<file path="src/rtl/bpsk_tx_scheduler.sv">
// Two-requester round-robin word scheduler feeding a BPSK modulator, LSB first.
// Optional preamble symbols before each word when BPSK_TX_PREAMBLE_EN is defined.
module bpsk_tx_scheduler #(
   parameter int WORD_WIDTH    = 9,
   parameter int PHASE_WIDTH   = 8,
   parameter int PREAMBLE_BITS = 4
) (
   input  logic                   clk,
   input  logic                   arst,
   input  logic                   en,
   input  logic                   req0_valid,
   input  logic                   req1_valid,
   input  logic [WORD_WIDTH-1:0]  req0_data,
   input  logic [WORD_WIDTH-1:0]  req1_data,
   output logic                   req0_ready,
   output logic                   req1_ready,
   output logic                   mod_en,
   output logic                   mod_bit,
   output logic [PHASE_WIDTH-1:0] mod_phase,
   output logic                   busy,
   output logic                   grant_id
);

   localparam int BIT_W = (WORD_WIDTH > 1) ? $clog2(WORD_WIDTH) : 1;
   localparam logic [BIT_W-1:0]       LAST_BIT   = BIT_W'(WORD_WIDTH - 1);
   localparam logic [PHASE_WIDTH-1:0] LAST_PHASE = '1;
`ifdef BPSK_TX_PREAMBLE_EN
   localparam int PRE_W = (PREAMBLE_BITS > 1) ? $clog2(PREAMBLE_BITS) : 1;
   localparam logic [PRE_W-1:0] LAST_PRE = PRE_W'(PREAMBLE_BITS - 1);
`endif

   typedef enum logic [1:0] {
      IDLE = 2'd0,
      SEND = 2'd1
`ifdef BPSK_TX_PREAMBLE_EN
      , PREAMBLE = 2'd2
`endif
   } state_t;

   state_t                 r_state,   w_nextState;
   logic [WORD_WIDTH-1:0]  r_shift,   w_nextShift;
   logic [BIT_W-1:0]       r_bitIdx,  w_nextBitIdx;
   logic [PHASE_WIDTH-1:0] r_phase,   w_nextPhase;
   logic                   r_modBit,  w_nextModBit;
   logic                   r_grantId, w_nextGrantId;
   logic                   r_lastGrant, w_nextLastGrant;
`ifdef BPSK_TX_PREAMBLE_EN
   logic [PRE_W-1:0]       r_preIdx,  w_nextPreIdx;
`endif

   logic                  w_symEnd;
   logic                  w_slot;
   logic                  w_win1;
   logic                  w_take;
   logic [WORD_WIDTH-1:0] w_word;

   // An accept slot is either idle or the very last sample of the final data bit,
   // which is what lets back-to-back words run without a gap.
   assign w_symEnd = en && (r_phase == LAST_PHASE);
   assign w_slot   = !arst && ((r_state == IDLE) ||
                               ((r_state == SEND) && w_symEnd && (r_bitIdx == LAST_BIT)));
   assign w_win1   = req1_valid && (!req0_valid || !r_lastGrant);
   assign req0_ready = w_slot && req0_valid && !w_win1;
   assign req1_ready = w_slot && w_win1;
   assign w_take   = req0_ready || req1_ready;
   assign w_word   = w_win1 ? req1_data : req0_data;

   assign busy      = (r_state != IDLE);
   assign mod_en    = en && busy;
   assign mod_bit   = r_modBit;
   assign mod_phase = r_phase;
   assign grant_id  = r_grantId;

   // Next-state logic; a transfer overrides whatever the symbol sequencing decided.
   always_comb begin
      w_nextState     = r_state;
      w_nextShift     = r_shift;
      w_nextBitIdx    = r_bitIdx;
      w_nextPhase     = r_phase;
      w_nextModBit    = r_modBit;
      w_nextGrantId   = r_grantId;
      w_nextLastGrant = r_lastGrant;
`ifdef BPSK_TX_PREAMBLE_EN
      w_nextPreIdx    = r_preIdx;
`endif
      case (r_state)
         IDLE: begin
         end
         SEND: begin
            if (en) w_nextPhase = r_phase + 1'b1;
            if (w_symEnd) begin
               if (r_bitIdx == LAST_BIT) begin
                  w_nextState  = IDLE;
                  w_nextModBit = 1'b0;
                  w_nextBitIdx = '0;
               end else begin
                  w_nextBitIdx = r_bitIdx + 1'b1;
                  w_nextShift  = r_shift >> 1;
                  w_nextModBit = r_shift[1];
               end
            end
         end
`ifdef BPSK_TX_PREAMBLE_EN
         PREAMBLE: begin
            if (en) w_nextPhase = r_phase + 1'b1;
            if (w_symEnd) begin
               if (r_preIdx == LAST_PRE) begin
                  w_nextState  = SEND;
                  w_nextPreIdx = '0;
                  w_nextModBit = r_shift[0];
               end else begin
                  w_nextPreIdx = r_preIdx + 1'b1;
                  w_nextModBit = ~r_modBit;
               end
            end
         end
`endif
         default: w_nextState = IDLE;
      endcase
      if (w_take) begin
         w_nextShift     = w_word;
         w_nextGrantId   = w_win1;
         w_nextLastGrant = w_win1;
         w_nextBitIdx    = '0;
         w_nextPhase     = '0;
`ifdef BPSK_TX_PREAMBLE_EN
         w_nextState     = PREAMBLE;
         w_nextPreIdx    = '0;
         w_nextModBit    = 1'b1;
`else
         w_nextState     = SEND;
         w_nextModBit    = w_word[0];
`endif
      end
   end

   // State register; last_grant resets to 1 so requester 0 wins the first tie.
   always_ff @(posedge clk or posedge arst) begin
      if (arst) begin
         r_state     <= IDLE;
         r_shift     <= '0;
         r_bitIdx    <= '0;
         r_phase     <= '0;
         r_modBit    <= 1'b0;
         r_grantId   <= 1'b0;
         r_lastGrant <= 1'b1;
`ifdef BPSK_TX_PREAMBLE_EN
         r_preIdx    <= '0;
`endif
      end else begin
         r_state     <= w_nextState;
         r_shift     <= w_nextShift;
         r_bitIdx    <= w_nextBitIdx;
         r_phase     <= w_nextPhase;
         r_modBit    <= w_nextModBit;
         r_grantId   <= w_nextGrantId;
         r_lastGrant <= w_nextLastGrant;
`ifdef BPSK_TX_PREAMBLE_EN
         r_preIdx    <= w_nextPreIdx;
`endif
      end
   end

endmodule

</file>
<file path="config.mk">
export PLATFORM = sky130hd
export DESIGN_NAME = bpsk_tx_scheduler
export DESIGN_NICKNAME = d
export VERILOG_FILES = /design/src/rtl/bpsk_tx_scheduler.sv
export SDC_FILE = /design/constraint.sdc
export NUM_CORES = 1
export LEC_CHECK = 0
export CAP_MARGIN = 15
export CORE_AREA = 4 4 68 70
export DETAILED_ROUTE_END_ITERATION = 10
export DIE_AREA = 0 0 72 74
export GPL_TIMING_DRIVEN = 0
export HOLD_SLACK_MARGIN = 0.02
export PLACE_DENSITY = 0.59
export SLEW_MARGIN = 20
export SYNTH_ARGS = -nofsm -noshare
export SYNTH_HDL_FRONTEND = slang
export SYNTH_SLANG_ARGS = --single-unit
</file>
<file path="constraint.sdc">
create_clock -name clk -period 4.05 [get_ports clk]
set_clock_uncertainty 0.05 [all_clocks]
set_input_delay 0.6075 -clock clk [delete_from_list [all_inputs] [get_ports clk]]
set_output_delay 0.6075 -clock clk [all_outputs]
set_load 0.1 [all_outputs]
</file>
==> results.cfg, run 1 <==
[floorplanning]
die_y_microns = 74
coreArea_sq_um = 3970
initial_core_util_pct = 34.8
die_w_microns = 72
num_rows = 23
io_pins = 37
dieArea_sq_um = 5330

[sta]
tightest_slew_ps = 982
fin_crit_ps = 3830
fmax_ghz = 0.261
slew_violations = 0
hold_viol = 0
min_period_over_period_pct = 94.7
grt_setup_unrepaired = false
setup_tns_ps = 0
slew_headroom_pct = 34.3
finalSetupViolCount = 0
setup_ws_ps = 217
whs_ps = 444

[place]
placed_area_sq_um = 1800
pre_cts_slack_ps = 110
dp_hpwl_mm = 2.32
gp_congestion = 0.794
numPortBuffers = 36

[clock_network]
tritoncts = built
cts-hold-fix-buffers = 0
cts.sinks = 24
cts_made_buffers = 3
ctsHtreeMaxLevel = 1
path_clk_slew_ps = 80
cts_buffer_depth = 2
root_buffer = clkbuf_8
clk_latency_ps = 270

[cells_and_area]
fillers = 397
layout-area-overhead-vs-synth_pct = 34.8
drive_gt1_share_pct = 10.9
multi_input_area_sq_um = 701
layout.nets = 210
antennaDiodeCount = 0
fin_area_sq_um = 1860
regArea_sq_um = 602

[worst_setup_path]
worstSetupEndpointType = output port
critPathLaunchType = input port
worstPathMaxFanout = 5
cp.arrival_ps = 3180
cp_slowest_cell = clkdlybuf4s50_1
crit_chain = clkdlybuf4s50_1 > nand4_1 > o41ai_4 > and2_2 > clkdlybuf4s50_1
worst_r2r_path_depth = 7
critPathKind = in -> out
crit_top_cell = clkdlybuf4s50_1
critPathMaxStageDelay_ps = 1130
cp.required_ps = 3390

[drt]
wl_per_cell_microns = 13.1
vias = 1130
drt-total-wl_mm = 3.05
final_antenna_net_count = 0
drtIter0Drc = 45
firstDrtPassIters = 4
drc_errors = 0
via_per_inst = 4.85

[power_and_ir_drop]
p_total_uw = 970
p_per_area_nw_per_um2 = 521
vdd_drop_max_mv = 0.443
leakage_uw = 0.000823

[synth]
synthesis.area_sq_um = 1380
synth-edff-count = 0
yosysTopAreaCellShare_pct = 41.7
netlist_instances = 143
syn_avg_cell_area_sq_um = 9.65
syn_nets = 169
synthDistinctLibCells = 38
yosysWarnings = 0
synthFlopType = dfrtp_1
yosysTopAreaCell = dfrtp_1
ys_seq_elements = 24
yosysSeqAreaShare_pct = 43.6
yosys-top-cells-area = dfrtp_1 (42%), mux2i_1 (6.5%), nand2_1 (6.0%), o221ai_1 (5.1%), xnor2_1 (3.8%)
synthArstFlopShare_pct = 100

[grt]
grt_max_degree = 25
grt_pass1_vias = 1159
grt_pass1_wl_mm = 5.31
overflow = 0
grt_use_total_pct = 12.6
antenna_found_initial = 0

[flow_run]
drv_cap = 0

[worst_hold_path]
hp-class = reg -> reg
min_path_cells = 2

[outcome]
outcome = complete, no violations
==> worst max-delay path, delay by kind of cell <==
family	cells	cell delay, ps
buffers and inverters	2	1660
and+or+nand+nor	2	460
AOI/OAI and AO/OA	1	440
==> logic make-up (layout without fill, tap and decap cells) <==
logic type	count (synthesis)	count (layout)	synth area share [%]
mux	9	9	6.53
simple gates	54	54	20.0
xor+xnor	7	7	4.44
fa+ha+maj	3	3	2.72
flops	24	24	43.6
compound gates	27	27	17.0
buf+inv	19	59	5.62
==> per-stage QoR <==
step | util [%] | cells
2_1_floorplan | - | 143
3_3_place_gp | 45.4 | 229
3_5_place_dp | 45.4 | 229
4_1_cts | 46.8 | 233
5_1_grt | 46.8 | 233
6_report | 46.8 | 233
==> cells in the mapped netlist, drive strengths merged (2+ instances only) <==
library cell / instances
nand2: 22
and2: 2
o221ai: 8
xnor2: 6
nand4: 2
buf: 5
mux2i: 9
nor2: 12
nand3: 3
ha: 3
o21ai: 2
nor3: 3
inv: 13
nand2b: 2
and4: 3
a21oi: 6
dfrtp: 23
==> report_power, final <==
part | internal, uW | switching [uW]
Sequential | 290 | 57.8
Combinational | 131 | 328
Clock | 86.8 | 76.9
==> cells in the final DEF, fill, tap and decap left out, types with 2 or more instances in the layout <==
master            n
dfrtp_1          23
o221ai_1          8
a21oi_1           6
and4_1            3
clkbuf_8          4
mux2i_1           9
buf_2             5
clkdlybuf4s50_1  35
nand2_1          22
ha_1              3
nor3_1            3
nand3_1           3
o21ai_0           2
nand2b_1          2
xnor2_1           6
inv_1            13
nor2_1           12
==> what timing repair did <==
action / in CTS / in global routing
setup endpoints to repair: 0 / 1
gates resized for setup: 0 / 1
buffers inserted: 0 / 0
==> registers in the layout (all words and copies together), names as in the netlist <==
register and count:
r_state 1, mod_phase 8, r_shift 8, grant_id 1, r_bitIdx 4, mod_bit 1, r_lastGrant 1
==> worst paths after layout <==
kind,startpoint,to,slack [ps]
min in group asynchronous,arst,r_shift[6],940
hold / removal,r_shift[4],r_shift[3],440
setup / recovery,en,req1_ready,220
hold reg to reg,r_shift[4],r_shift[3],440
max in group asynchronous,arst,r_bitIdx[2],2440
setup reg to reg,r_bitIdx[0],r_bitIdx[0],2180
==> cell type report <==
type	count	share of cell area, %
flip-flops and latches	24	32.3
repair buffers	36	19.5
well taps	50	3.36
plain buffers	6	1.55
clock buffers	4	2.96
inverters	13	2.62
multi-input cells	100	37.7
==> layer usage <==
layer / wire [microns] / vias to the layer above / global-route usage, %
li1: - / 578 / -
met1: 1300 / 520 / 15.7
met2: 1560 / 28 / 21.5
met3: 145 / 4 / 3.51
met4: 40 / 0 / 3.76
met5: 0 / - / 0
Note: power is estimated with default switching activity, not from simulation.
==> inputs of run 2 (changes only) <==
Settings changed: CORE_AREA 4 4 68 70 to 2 2 56 58, DIE_AREA 0 0 72 74 to 0 0 58 60, PLACE_DENSITY 0.59 to 0.79.
==> run 2 against run 1 <==
  * Setup slack got worse by 17 ps
  * Critical path type unchanged
  * Critical endpoint is now req0_ready
  * Wire length decreased by 5.6%
  * Combinational power about the same
==> results.cfg, run 2 (synthesis results as in run 1) <==
[sta]
fin_crit_ps = 3850
hold_viol = 0
slew_headroom_pct = 35.2
min_period_over_period_pct = 95.1
grt_setup_unrepaired = false
slew_violations = 0
setup_ws_ps = 200
finalSetupViolCount = 0
whs_ps = 446
tightest_slew_ps = 969
setup_tns_ps = 0
fmax_ghz = 0.260

[cells_and_area]
layout.nets = 210
layout_common_cells = clkdlybuf4s50_1 (36), dfrtp_1 (23), nand2_1 (22)
layout-area-overhead-vs-synth_pct = 31.0
utilization_pct = 62.3
antennaDiodeCount = 0
drive_gt1_share_pct = 10.4
final_common_cell = clkdlybuf4s50_1

[worst_hold_path]
hp-class = reg -> reg

[floorplanning]
initial_core_util_pct = 47.5
dieArea_sq_um = 3480
die_y_microns = 60
die_w_microns = 58
coreArea_sq_um = 2900
num_rows = 20
io_pins = 37

[clock_network]
path_clk_slew_ps = 130
cts_repair_resize_count = 0
cts_setup_buffers = 0
clk_latency_ps = 310
ctsHtreeMaxLevel = 1
cts.sinks = 24
cts-hold-fix-buffers = 0
tritoncts = built
cts_made_buffers = 3
cts_buffer_depth = 2
root_buffer = clkbuf_4

[worst_setup_path]
crit_top_cell = clkdlybuf4s50_1
critPathKind = in -> out
cp_slowest_cell = clkdlybuf4s50_1
worstPathMaxFanout = 5
cp.arrival_ps = 3190
rr_endpoint = mod_phase[2]
critPathLaunch = en
path_buf_inv = 3
rrSetupSlack_ps = 2160
crit_chain = clkdlybuf4s50_1 > nand4_1 > o41ai_4 > inv_1 > nor3b_2 > clkdlybuf4s50_1
worst_r2r_path_depth = 7
path_delay_family = buffers and inverters
r2r-start = r_bitIdx[0]
endpoint = req0_ready
worstSetupEndpointType = output port
cp.required_ps = 3390
critPathMaxStageDelay_ps = 1150
critPathLaunchType = input port
cp.depth = 6

[power_and_ir_drop]
vdd_drop_max_mv = 0.627
leakage_uw = 0.000791
p_total_uw = 913
p_per_area_nw_per_um2 = 505

[grt]
overflow = 0
antenna_found_initial = 0
grt_pass1_vias = 1110
grt_max_degree = 25
grt_pass1_wl_mm = 4.62
grtUsageMet2_pct = 32.0
grt.busiest_layer = met2
use_met1_pct = 19.7
grtUsageMet3_pct = 2.81
grt_use_total_pct = 17.2

[drt]
via_per_inst = 5.38
firstDrtPassIters = 4
wl_per_cell_microns = 13.3
drt-total-wl_mm = 2.87
drc_errors = 0
vias = 1163
final_antenna_net_count = 0
drtIter0Drc = 18

[place]
numPortBuffers = 36
pre_cts_slack_ps = 171
gp_congestion = 0.738
dp_hpwl_mm = 2.21

[outcome]
outcome = complete, no violations

[flow_run]
drv_cap = 0
==> run 2: cell types whose count changed in the layout (fill, tap and decap cells not counted) <==
cell and delta:
clkbuf_4 +3, clkbuf_1 +1, clkbuf_8 -4, dlymetal6s2s_1 -1, clkdlybuf4s50_1 +1
==> run 2: cell type report <==
type,count,area [sq um]
buffer,6,28.8
multi-input combinational,100,701
inverter,13,48.8
timing repair buffer,36,360
tap,33,41.3
fill,262,1090
clock buffer,4,26.3
sequential,24,602
==> run 2: through the flow <==
| step | std cells | cell area, sq um |
|---|---|---|
| floorplan | 143 | 1380 |
| global placement | 212 | 1780 |
| detailed placement | 212 | 1780 |
| CTS | 216 | 1810 |
| global route | 216 | 1810 |
| finish | 216 | 1810 |
==> run 2: per-layer routing <==
| metal | up-vias | routed length, microns | share of wire [%] |
|---|---|---|---|
| met5 | - | 0 | 0 |
| met4 | 0 | 46 | 1.6 |
| met3 | 5 | 189 | 6.6 |
| met2 | 30 | 1430 | 50 |
| met1 | 549 | 1210 | 42 |
| li1 | 579 | - | - |
==> run 2: how the worst min path moves through the flow <==
stage               slack, ps  startpoint         end  cells past startpoint
floorplan                 410  r_shift[2]  r_shift[1]                      2
global placement          410    grant_id    grant_id                      1
detailed placement        420    grant_id    grant_id                      1
CTS                       450    grant_id    grant_id                      1
global route              450    grant_id    grant_id                      1
finish                    450    grant_id    grant_id                      1
==> run 2: where the power goes <==
| part | total (uW) | switching (uW) | internal, uW | leakage, uW |
|---|---|---|---|---|
| combinational | 457 | 326 | 130 | 0.000470 |
| clock | 108 | 69.6 | 38.5 | 0.0000150 |
| sequential | 348 | 58.5 | 289 | 0.000306 |
